==> src/rtl/reg_wb_pkg.sv <==
// Shared types and constants for the register-file writeback arbiter.
// Source encoding, default widths and the queue entry layout.
package reg_wb_pkg;

   localparam int DATA_W   = 32;
   localparam int ADDR_W   = 5;
   localparam int NUM_REGS = 32;

   localparam logic SRC_A = 1'b0;
   localparam logic SRC_B = 1'b1;

   typedef struct packed {
      logic [ADDR_W-1:0] addr;
      logic [DATA_W-1:0] data;
   } wb_entry_t;

   // Room for both queues full plus the write sitting in the output stage.
   function automatic int cnt_width(input int depth);
      return $clog2(2 * depth + 2);
   endfunction

endpackage

==> src/rtl/reg_wb_if.sv <==
// Writeback bus: two request sources, the register-file write port
// and the per-register busy vector used for hazard detection.
interface reg_wb_if #(
   parameter int DATA_W = reg_wb_pkg::DATA_W,
   parameter int ADDR_W = reg_wb_pkg::ADDR_W
);
   import reg_wb_pkg::*;

   logic              a_valid;
   logic              a_ready;
   logic [ADDR_W-1:0] a_addr;
   logic [DATA_W-1:0] a_data;

   logic              b_valid;
   logic              b_ready;
   logic [ADDR_W-1:0] b_addr;
   logic [DATA_W-1:0] b_data;

   logic              wren;
   logic [ADDR_W-1:0] wr;
   logic [DATA_W-1:0] wd;

   logic [NUM_REGS-1:0] busy;

   modport master (
      output a_valid, a_addr, a_data,
      output b_valid, b_addr, b_data,
      input  a_ready, b_ready,
      input  wren, wr, wd, busy
   );

   modport slave (
      input  a_valid, a_addr, a_data,
      input  b_valid, b_addr, b_data,
      output a_ready, b_ready,
      output wren, wr, wd, busy
   );

endinterface

==> src/rtl/reg_wb_arbiter_fifo.sv <==
// Small synchronous FIFO holding pending writes of one source.
// Head is valid whenever empty is low; push when full is ignored.
module wb_fifo #(
   parameter int W     = 37,
   parameter int DEPTH = 2
) (
   input  logic         clk,
   input  logic         rst,
   input  logic         push,
   input  logic         pop,
   input  logic [W-1:0] din,
   output logic [W-1:0] head,
   output logic         full,
   output logic         empty
);

   localparam int PW = $clog2(DEPTH);

   logic [W-1:0] mem [DEPTH];
   logic [PW-1:0] wp;
   logic [PW-1:0] rp;
   logic [PW:0]   count;
   logic          do_push;
   logic          do_pop;

   assign full    = (count == (PW+1)'(DEPTH));
   assign empty   = (count == '0);
   assign do_push = push && !full;
   assign do_pop  = pop && !empty;
   assign head    = mem[rp];

   always_ff @(posedge clk) begin
      if (do_push) begin
         mem[wp] <= din;
      end
   end

   // Pointers wrap naturally since DEPTH is a power of two.
   always_ff @(posedge clk or posedge rst) begin
      if (rst) begin
         wp    <= '0;
         rp    <= '0;
         count <= '0;
      end else begin
         if (do_push) begin
            wp <= wp + 1'b1;
         end
         if (do_pop) begin
            rp <= rp + 1'b1;
         end
         case ({do_push, do_pop})
            2'b10:   count <= count + 1'b1;
            2'b01:   count <= count - 1'b1;
            default: count <= count;
         endcase
      end
   end

endmodule

==> src/rtl/reg_wb_arbiter.sv <==
// Round-robin writeback arbiter with per-source queues and a
// pending-write scoreboard exported as a busy vector.
module reg_wb_arbiter #(
   parameter int DATA_W = reg_wb_pkg::DATA_W,
   parameter int ADDR_W = reg_wb_pkg::ADDR_W,
   parameter int DEPTH  = 2
) (
   input  logic     clk,
   input  logic     rst,
   reg_wb_if.slave  bus
);
   import reg_wb_pkg::*;

   localparam int EW = ADDR_W + DATA_W;
   localparam int CW = cnt_width(DEPTH);

   typedef struct packed {
      logic [ADDR_W-1:0] addr;
      logic [DATA_W-1:0] data;
   } entry_t;

   entry_t a_in;
   entry_t b_in;
   entry_t a_head;
   entry_t b_head;

   logic a_full;
   logic a_empty;
   logic b_full;
   logic b_empty;
   logic a_push;
   logic b_push;
   logic a_pop;
   logic b_pop;

   logic              last_grant;
   logic              wren_q;
   logic [ADDR_W-1:0] wr_q;
   logic [DATA_W-1:0] wd_q;

   logic [CW-1:0]       cnt [NUM_REGS];
   logic [NUM_REGS-1:0] a_hit;
   logic [NUM_REGS-1:0] b_hit;
   logic [NUM_REGS-1:0] c_hit;
   logic [NUM_REGS-1:0] busy_v;

   assign bus.a_ready = !a_full;
   assign bus.b_ready = !b_full;
   assign bus.wren    = wren_q;
   assign bus.wr      = wr_q;
   assign bus.wd      = wd_q;
   assign bus.busy    = busy_v;

   // Writes to x0 complete the handshake but are never queued.
   assign a_push = bus.a_valid && !a_full && (bus.a_addr != '0);
   assign b_push = bus.b_valid && !b_full && (bus.b_addr != '0);
   assign a_in   = {bus.a_addr, bus.a_data};
   assign b_in   = {bus.b_addr, bus.b_data};

   wb_fifo #(.W(EW), .DEPTH(DEPTH)) u_a_fifo (
      .clk   (clk),
      .rst   (rst),
      .push  (a_push),
      .pop   (a_pop),
      .din   (a_in),
      .head  (a_head),
      .full  (a_full),
      .empty (a_empty)
   );

   wb_fifo #(.W(EW), .DEPTH(DEPTH)) u_b_fifo (
      .clk   (clk),
      .rst   (rst),
      .push  (b_push),
      .pop   (b_pop),
      .din   (b_in),
      .head  (b_head),
      .full  (b_full),
      .empty (b_empty)
   );

   always_comb begin
      a_pop = 1'b0;
      b_pop = 1'b0;
      if (!a_empty && (b_empty || last_grant == SRC_B)) begin
         a_pop = 1'b1;
      end else if (!b_empty) begin
         b_pop = 1'b1;
      end
   end

   always_ff @(posedge clk or posedge rst) begin
      if (rst) begin
         wren_q     <= 1'b0;
         wr_q       <= '0;
         wd_q       <= '0;
         last_grant <= SRC_B;
      end else begin
         wren_q <= a_pop | b_pop;
         if (a_pop) begin
            wr_q       <= a_head.addr;
            wd_q       <= a_head.data;
            last_grant <= SRC_A;
         end else if (b_pop) begin
            wr_q       <= b_head.addr;
            wd_q       <= b_head.data;
            last_grant <= SRC_B;
         end
      end
   end

   // A register stays busy from acceptance until reg_file captures it.
   always_comb begin
      a_hit = '0;
      b_hit = '0;
      c_hit = '0;
      if (a_push) begin
         a_hit = NUM_REGS'(1) << bus.a_addr;
      end
      if (b_push) begin
         b_hit = NUM_REGS'(1) << bus.b_addr;
      end
      if (wren_q) begin
         c_hit = NUM_REGS'(1) << wr_q;
      end
   end

   always_ff @(posedge clk or posedge rst) begin
      if (rst) begin
         for (int r = 0; r < NUM_REGS; r++) begin
            cnt[r] <= '0;
         end
      end else begin
         for (int r = 0; r < NUM_REGS; r++) begin
            cnt[r] <= cnt[r] + CW'(a_hit[r]) + CW'(b_hit[r])
                    - CW'(c_hit[r]);
         end
      end
   end

   always_comb begin
      busy_v = '0;
      for (int r = 0; r < NUM_REGS; r++) begin
         busy_v[r] = (cnt[r] != '0);
      end
   end

endmodule
==> src/flat_wrapper.sv <==
// flat-port wrapper written by rule: the top's interface ports become plain ports
module reg_wb_arbiter_flat import reg_wb_pkg::*;
#(
   parameter int DATA_W = reg_wb_pkg::DATA_W,
   parameter int ADDR_W = reg_wb_pkg::ADDR_W,
   parameter int DEPTH  = 2
)
  (clk, rst, bus_a_valid, bus_a_addr, bus_a_data, bus_b_valid, bus_b_addr, bus_b_data, bus_a_ready, bus_b_ready, bus_wren, bus_wr, bus_wd, bus_busy);
  reg_wb_if #(.DATA_W(DATA_W), .ADDR_W(ADDR_W)) bus_i ();
  input  logic clk;
  input  logic rst;
  input wire logic [$bits(bus_i.a_valid)-1:0] bus_a_valid;
  input wire logic [$bits(bus_i.a_addr)-1:0] bus_a_addr;
  input wire logic [$bits(bus_i.a_data)-1:0] bus_a_data;
  input wire logic [$bits(bus_i.b_valid)-1:0] bus_b_valid;
  input wire logic [$bits(bus_i.b_addr)-1:0] bus_b_addr;
  input wire logic [$bits(bus_i.b_data)-1:0] bus_b_data;
  output wire logic [$bits(bus_i.a_ready)-1:0] bus_a_ready;
  output wire logic [$bits(bus_i.b_ready)-1:0] bus_b_ready;
  output wire logic [$bits(bus_i.wren)-1:0] bus_wren;
  output wire logic [$bits(bus_i.wr)-1:0] bus_wr;
  output wire logic [$bits(bus_i.wd)-1:0] bus_wd;
  output wire logic [$bits(bus_i.busy)-1:0] bus_busy;
  assign bus_i.a_valid = bus_a_valid;
  assign bus_i.a_addr = bus_a_addr;
  assign bus_i.a_data = bus_a_data;
  assign bus_i.b_valid = bus_b_valid;
  assign bus_i.b_addr = bus_b_addr;
  assign bus_i.b_data = bus_b_data;
  assign bus_a_ready = bus_i.a_ready;
  assign bus_b_ready = bus_i.b_ready;
  assign bus_wren = bus_i.wren;
  assign bus_wr = bus_i.wr;
  assign bus_wd = bus_i.wd;
  assign bus_busy = bus_i.busy;
  reg_wb_arbiter #(.DATA_W(DATA_W), .ADDR_W(ADDR_W), .DEPTH(DEPTH)) u_core (.clk(clk), .rst(rst), .bus(bus_i));
endmodule
==> config.mk <==
export PLATFORM = sky130hd
export DESIGN_NAME = reg_wb_arbiter_flat
export DESIGN_NICKNAME = d
export VERILOG_FILES = /design/src/rtl/reg_wb_pkg.sv /design/src/rtl/reg_wb_if.sv /design/src/rtl/reg_wb_arbiter_fifo.sv /design/src/rtl/reg_wb_arbiter.sv /design/src/flat_wrapper.sv
export SDC_FILE = /design/constraint.sdc
export NUM_CORES = 1
export LEC_CHECK = 0
export CORE_MARGIN = 8
export CORE_UTILIZATION = 35
export DETAILED_ROUTE_END_ITERATION = 10
export GPL_TIMING_DRIVEN = 0
export SLEW_MARGIN = 20
export SYNTH_ARGS = -nofsm -noshare
export SYNTH_HDL_FRONTEND = slang
export SYNTH_SLANG_ARGS = --single-unit
export TNS_END_PERCENT = 10
==> constraint.sdc <==
create_clock -name clk -period 6.4 [get_ports clk]
set_clock_uncertainty 0.15 [all_clocks]
set_input_delay 1.92 -clock clk [delete_from_list [all_inputs] [get_ports clk]]
set_output_delay 1.92 -clock clk [all_outputs]
set_load 0.02 [all_outputs]
* Word-level counts from Yosys, hierarchy flattened
Memories as Yosys holds them, arrays and structs flattened.
Index checks and enable logic that the tools add are counted.
** Cells by class
- Bitwise operators :: 1
- Reductions and logical operators :: 53
- Eq/ne operators :: 6
- Shift-type cells :: 3
- Multiplexer cells :: 18
- Add/sub/neg operators :: 104
** Operators with widths (number)
- $add 3x1->3 :: 64
- $mux 32 :: 5
- $reduce_bool 3->1 :: 32
- $shl 1x5->32 const A :: 3
- $sub 3x1->3 :: 32
- $mux 5 :: 2
- $reduce_bool 5->1 :: 2
- $logic_and 1x1->1 :: 9
- $mux 1 :: 9
- $eq 2x2->1 const B :: 4
- $pmux 2 s2 :: 2
- $reduce_bool 2->1 :: 3
- $add 1x1->1 const B :: 4
- $add 2x1->2 const B :: 2
- $eq 2x1->1 const B :: 2
- $logic_not 1->1 :: 4
- $logic_not 2->1 :: 2
- $sub 2x1->2 const B :: 2
- $logic_or 1x1->1 :: 1
- $or 1x1->1 :: 1
** Word-level totals
- Input port bits :: 78
- Flip-flop bits (word level) :: 143
- Logic and storage cells :: 229
- Memories kept :: 2
- Output and inout port bits :: 72
- RAM bits :: 148
** Memories
- u_core.u_a_fifo.mem :: words 2, bits a word 37, read ports 1, clocked after memory_dff 0, write ports 1, line reg_wb_arbiter_fifo.sv:19 : logic [W-1:0] mem [DEPTH];
- u_core.u_b_fifo.mem :: words 2, bits a word 37, read ports 1, clocked after memory_dff 0, write ports 1, line reg_wb_arbiter_fifo.sv:19

* Logic depth before layout (Yosys ltp)
- Word-level depth :: 8
- Gate-level depth with buffers :: 11
- Depth with buffers taken out :: 9

* By module
A second synthesis with hierarchy kept.
** Second synthesis, totals
- Cell total of the unflattened synthesis :: 960
- Area total of the unflattened synthesis :: 13952.1 um^2
** Modules (own cells, without submodules)
- reg_wb_arbiter :: area an instance 8046.5 um^2, seq. area each 3379.5 um^2, cells each 692, instances 1
- wb_fifo :: area an instance 2952.8 um^2, seq. area each 2322.2 um^2, cells each 134, instances 2

* Worst setup path before layout
Ideal clock, no wire load.
- Kind :: input port to flip-flop
- Start :: input port bus_b_addr[4]
- End :: memory u_core.u_b_fifo.mem[0][0], enable pin
- Setup slack :: 1.650 ns
- Cell stages on the path :: 4
- Data required time :: 5.819 ns
- Arrival :: 4.169 ns
- Library setup time :: 0.431 ns
- Path buffers :: 1
- Path through :: clkbuf_2 -> nor2_1 -> a311o_1 -> nor2_1
** On the way
- Word-level cells in the longest chain between the ends :: 5
** RTL lines
- from (decl) :: line flat_wrapper.sv:16 : input wire logic [$bits(bus_i.b_addr)-1:0] bus_b_addr;
- $reduce_bool 5->1 :: line reg_wb_arbiter.sv:56 : assign b_push = bus.b_valid && !b_full && (bus.b_addr != '0);
- $logic_and 1x1->1 :: line reg_wb_arbiter.sv:56
- $logic_and 1x1->1 :: line reg_wb_arbiter_fifo.sv:28 : assign do_push = push && !full;
- $mux 1 :: line reg_wb_arbiter_fifo.sv:33 : if (do_push) begin
- $mux 1 (implied by the code) :: line reg_wb_arbiter_fifo.sv:34 : mem[wp] <= din;
- to (decl) :: line reg_wb_arbiter_fifo.sv:19
Every way passes these cells.

* Worst setup path after layout
- Start :: input port bus_a_addr[3]
- End :: register u_core.cnt[23] in the netlist's numbering
** On the way
- Word-level cells in the longest chain between the ends :: 6
- Elaborated cells between the ends (all ways) :: 7
- Those cells by class :: 3 x add/sub; 1 x shift; 1 x mux; 2 x reduce/logical
** RTL lines
- from (decl) :: line flat_wrapper.sv:13 : input wire logic [$bits(bus_i.a_addr)-1:0] bus_a_addr;
- $reduce_bool 5->1 :: line reg_wb_arbiter.sv:55 : assign a_push = bus.a_valid && !a_full && (bus.a_addr != '0);
- $logic_and 1x1->1 :: line reg_wb_arbiter.sv:55
- $mux 32 (*) :: line reg_wb_arbiter.sv:117 : if (a_push) begin
- $add 3x1->3 (*) (2 in a row) :: line reg_wb_arbiter.sv:135 : cnt[r] <= cnt[r] + CW'(a_hit[r]) + CW'(b_hit[r])
- $sub 3x1->3 (*) :: line reg_wb_arbiter.sv:136 : - CW'(c_hit[r]);
- to (signal, indexed assignment) :: line reg_wb_arbiter.sv:135
- to (decl) :: line reg_wb_arbiter.sv:41 : logic [CW-1:0] cnt [NUM_REGS];
Every way passes the cells marked *; elsewhere a longest branch is shown, timed or not.
A chain may end at the register's enable or synchronous reset.

==> metrics.txt <==
# TYPE chip_impl_metric gauge
chip_impl_info{name="setup.worst_path.class",value="in2reg"} 1
chip_impl_metric{name="timing_max_transition_violations_final",unit=""} 0
chip_impl_metric{name="htreeDepth",unit=""} 1
chip_impl_metric{name="grt_overflow",unit=""} 0
chip_impl_metric{name="maxSlewHeadroom",unit="%"} 44.7
chip_impl_metric{name="max_freq",unit="GHz"} 0.211
chip_impl_metric{name="finalSetupViolations",unit=""} 0
chip_impl_metric{name="post_drt_antenna_nets",unit=""} 0
chip_impl_metric{name="cts-root-to-sink-buffers",unit=""} 3
chip_impl_metric{name="crit_path_max_fanout",unit=""} 9
chip_impl_metric{name="layout.cells.non_filler",unit=""} 1747
chip_impl_metric{name="wire_length_of_the_first_global_routing_pass",unit="mm"} 52.2
chip_impl_metric{name="core_area",unit="um2"} 38500
chip_impl_metric{name="grt_start_max_net_pins",unit=""} 73
chip_impl_metric{name="totalWireLength",unit="mm"} 33.3
chip_impl_info{name="end_kind",value="flip-flop"} 1
chip_impl_metric{name="routed_wire_per_std_cell",unit="um"} 19.1
chip_impl_metric{name="initial_utilization",unit="%"} 35.2
chip_impl_metric{name="clk_latency",unit="ns"} 0.59
chip_impl_metric{name="port-buffer-count",unit=""} 149
chip_impl_metric{name="final_critical_path_setup_slack",unit="ns"} 1.66
chip_impl_metric{name="syn_to_final_growth",unit="%"} 24.7
chip_impl_metric{name="final_hold_viol_count",unit=""} 0
chip_impl_metric{name="path_buf_inv",unit=""} 3
chip_impl_metric{name="postCtsSetupBuffers",unit=""} 0
chip_impl_metric{name="share_of_final_layout_standard_cells_stronger_than_drive_strength_1",unit="%"} 10.4
chip_impl_metric{name="grtUsageTotal",unit="%"} 15.0
chip_impl_info{name="cp-start-kind",value="input pin"} 1
chip_impl_metric{name="dp.final_hpwl",unit="mm"} 23.7
chip_impl_info{name="final_cell_mix",value="sky130_fd_sc_hd__inv_1 (168), sky130_fd_sc_hd__clkdlybuf4s50_1 (149), sky130_fd_sc_hd__edfxtp_1 (148)"} 1
chip_impl_metric{name="power_density",unit="nW/um2"} 487
chip_impl_info{name="path_cells",value="clkdlybuf4s50_1 -> clkbuf_1 -> nor3b_1 -> nand2_1 -> ha_1 -> fa_1 -> inv_1 -> fa_1 -> xor2_1 -> xnor2_1"} 1
chip_impl_metric{name="syn_area_per_cell",unit="um2"} 13.4
chip_impl_info{name="final_common_cell",value="sky130_fd_sc_hd__inv_1"} 1
chip_impl_metric{name="first_global_vias",unit=""} 8849
chip_impl_metric{name="cp_max_stage_delay",unit="ns"} 0.73
chip_impl_metric{name="route.detailed.vias_per_inst",unit=""} 4.73
chip_impl_metric{name="power",unit="W"} 0.00823
chip_impl_metric{name="cts_num_sinks",unit=""} 291
chip_impl_metric{name="power.leakage",unit="nW"} 6.73
chip_impl_metric{name="floorplan.io_pins",unit=""} 150
chip_impl_metric{name="antenna_violations_before_repair",unit=""} 3
chip_impl_metric{name="cts.clk_slew.worst_paths",unit="ns"} 0.06
chip_impl_metric{name="dieArea",unit="um2"} 45300
chip_impl_metric{name="fp.dieH",unit="um"} 213
chip_impl_metric{name="num_vias",unit=""} 8266
chip_impl_info{name="clock-root-buffer",value="sky130_fd_sc_hd__clkbuf_16"} 1
chip_impl_metric{name="globalplace.congestion",unit=""} 0.800
chip_impl_metric{name="place_worst_setup_slack",unit="ns"} 1.09
chip_impl_metric{name="dp_cells",unit=""} 1687
chip_impl_metric{name="period_share",unit="%"} 74.0
chip_impl_metric{name="cts_hold_repair.buffers",unit=""} 0
chip_impl_metric{name="drt_pre_antenna_iters",unit=""} 4
chip_impl_info{name="worstHoldPathType",value="reg2reg"} 1
chip_impl_metric{name="yosysSeqAreaShare",unit="%"} 59.2
chip_impl_info{name="status",value="completed"} 1
chip_impl_metric{name="numCtsBuffers",unit=""} 31
chip_impl_metric{name="critical_path_required",unit="ns"} 6.75
chip_impl_metric{name="floorplan.rows",unit=""} 72
chip_impl_metric{name="layout.cell_area.non_filler",unit="um2"} 16900
chip_impl_metric{name="finish.net_count",unit=""} 1378
chip_impl_metric{name="detail_route.drc_violations",unit=""} 0
chip_impl_info{name="critPathTopFamily",value="buffers and inverters"} 1
chip_impl_metric{name="postPlaceCellArea",unit="um2"} 15900
chip_impl_metric{name="ys_warn_count",unit=""} 0
chip_impl_info{name="ys_dominant_reg_cell",value="sky130_fd_sc_hd__edfxtp_1"} 1
chip_impl_metric{name="async_reset_ff_share",unit="%"} 49.1
chip_impl_info{name="rsz0062_at_grt",value="false"} 1
chip_impl_metric{name="max_slew.worst_pin.slew",unit="ns"} 0.828
chip_impl_metric{name="cp.arrival",unit="ns"} 5.09
chip_impl_metric{name="peak_ir_drop_on_the_vdd_network",unit="mV"} 0.269
chip_impl_info{name="cell_repeated_most_along_the_worst_path",value="sky130_fd_sc_hd__fa_1"} 1
chip_impl_metric{name="synthesis.instances",unit=""} 1012
chip_impl_metric{name="synthesis.area",unit="um2"} 13500
chip_impl_info{name="tritoncts",value="done"} 1
chip_impl_metric{name="cts_resized",unit=""} 0
chip_impl_metric{name="drtIter0Drc",unit=""} 476
chip_impl_metric{name="floorplan.die.width",unit="um"} 213
chip_impl_metric{name="synth_enable_flop_cells",unit=""} 148
chip_impl_metric{name="timing.max_cap.violations",unit=""} 0
chip_impl_metric{name="timing.setup.tns",unit="ns"} 0
chip_impl_metric{name="period_needed",unit="ns"} 4.74
chip_impl_metric{name="netlist-cell-type-count",unit=""} 45
chip_impl_info{name="critical-path-slowest-cell",value="sky130_fd_sc_hd__nor3b_1"} 1
chip_impl_metric{name="postSynthRegisterBits",unit=""} 291
-- where the power goes --
part           switching, W  internal, W
Combinational       0.00189      0.00150
Clock              0.000751     0.000987
Sequential         0.000364      0.00273
Total               0.00300      0.00522
-- synth_stat cells, types with 2 or more instances --
library cell	count	share of area [%]
sky130_fd_sc_hd__inv_1	169	4.7
sky130_fd_sc_hd__edfxtp_1	148	33
sky130_fd_sc_hd__dfrtp_1	142	26
sky130_fd_sc_hd__fa_1	64	9.5
sky130_fd_sc_hd__xnor2_1	51	3.3
sky130_fd_sc_hd__nand2_1	47	1.3
sky130_fd_sc_hd__mux2i_1	40	3.0
sky130_fd_sc_hd__nor2_1	35	0.97
sky130_fd_sc_hd__o21ai_0	35	1.3
sky130_fd_sc_hd__a32oi_1	34	2.2
sky130_fd_sc_hd__ha_1	34	3.1
sky130_fd_sc_hd__mux2_2	34	2.8
sky130_fd_sc_hd__or3_1	32	1.5
sky130_fd_sc_hd__xor2_1	23	1.5
sky130_fd_sc_hd__nand3_1	19	0.70
sky130_fd_sc_hd__buf_2	18	0.66
sky130_fd_sc_hd__clkbuf_1	13	0.36
sky130_fd_sc_hd__nor3_1	11	0.41
sky130_fd_sc_hd__nand2b_1	8	0.37
sky130_fd_sc_hd__nand3b_1	7	0.39
sky130_fd_sc_hd__nor2b_1	7	0.32
sky130_fd_sc_hd__buf_1	4	0.11
sky130_fd_sc_hd__nand4_1	4	0.18
sky130_fd_sc_hd__and2_1	3	0.14
sky130_fd_sc_hd__nand4b_1	3	0.19
sky130_fd_sc_hd__nor3b_1	3	0.17
sky130_fd_sc_hd__nor4_2	3	0.28
sky130_fd_sc_hd__o221a_2	3	0.25
sky130_fd_sc_hd__nor4_1	2	0.092
-- per-layer routing --
| metal | vias to the layer above | global-route usage, % | share of wire [%] |
|---|---|---|---|
| met1 | 4204 | 20.0 | 44 |
| met2 | 214 | 24.3 | 47 |
| li1 | 3786 | - | - |
| met3 | 58 | 3.49 | 6.3 |
| met4 | 4 | 4.09 | 2.3 |
| met5 | - | 0 | 0.066 |
-- final timing paths --
path | from | to | slack (ns) | cells past startpoint
max | bus_a_addr[3] | u_core.cnt[23]$_DFF_PP0_ | 1.66 | 10
min | u_core.cnt[80]$_DFF_PP0_ | u_core.cnt[80]$_DFF_PP0_ | 0.31 | 1
max reg2reg | u_core.bus.wr[2]$_DFFE_PP0P_ | u_core.cnt[83]$_DFF_PP0_ | 3.15 | 10
min reg2reg | u_core.cnt[80]$_DFF_PP0_ | u_core.cnt[80]$_DFF_PP0_ | 0.31 | 1
max in group asynchronous | rst | u_core.cnt[68]$_DFF_PP0_ | 3.63 | 3
min in group asynchronous | rst | u_core.bus.wd[23]$_DFFE_PP0P_ | 1.67 | 2
-- metrics by stage --
stage | hold slack, ns | util [%]
detailed placement | 0.308 | 41.4
finish | 0.315 | 43.9
floorplan | 0.290 | -
global route | 0.328 | 43.9
CTS | 0.320 | 43.9
global placement | 0.305 | 40.8
-- kinds of logic (layout without fill, tap and decap cells) --
group	Yosys count	after routing	share of synthesized area [%]
flip-flops	291	291	59.2
buffers and inverters	206	420	5.88
AND/OR/NAND/NOR	192	192	7.62
adder cells (fa/ha/maj)	98	98	12.6
AO/OA/AOI/OAI	76	76	4.09
XOR/XNOR	74	74	4.78
multiplexers	74	74	5.78
other	1	4	0.0277
-- sequential cells by signal, indices dropped and copies added (netlist names), 2 cells and up --
| signal | flops |
|---|---|
| u_core.bus.wd | 32 |
| u_core.u_b_fifo.count | 2 |
| u_core.u_a_fifo.mem | 74 |
| u_core.u_b_fifo.mem | 74 |
| u_core.cnt | 96 |
| u_core.u_a_fifo.count | 2 |
| u_core.bus.wr | 5 |
-- cell type report --
type	instances	area [um2]
well taps	518	648
diodes	2	5.00
clock inverters	9	58.8
repair buffers	156	1670
plain buffers	36	159
flip-flops and latches	291	8020
fillers	3575	21600
multi-input cells	516	4760
inverters	170	646
clock buffers	49	923
No activity file was read; power rests on OpenSTA's default activity.
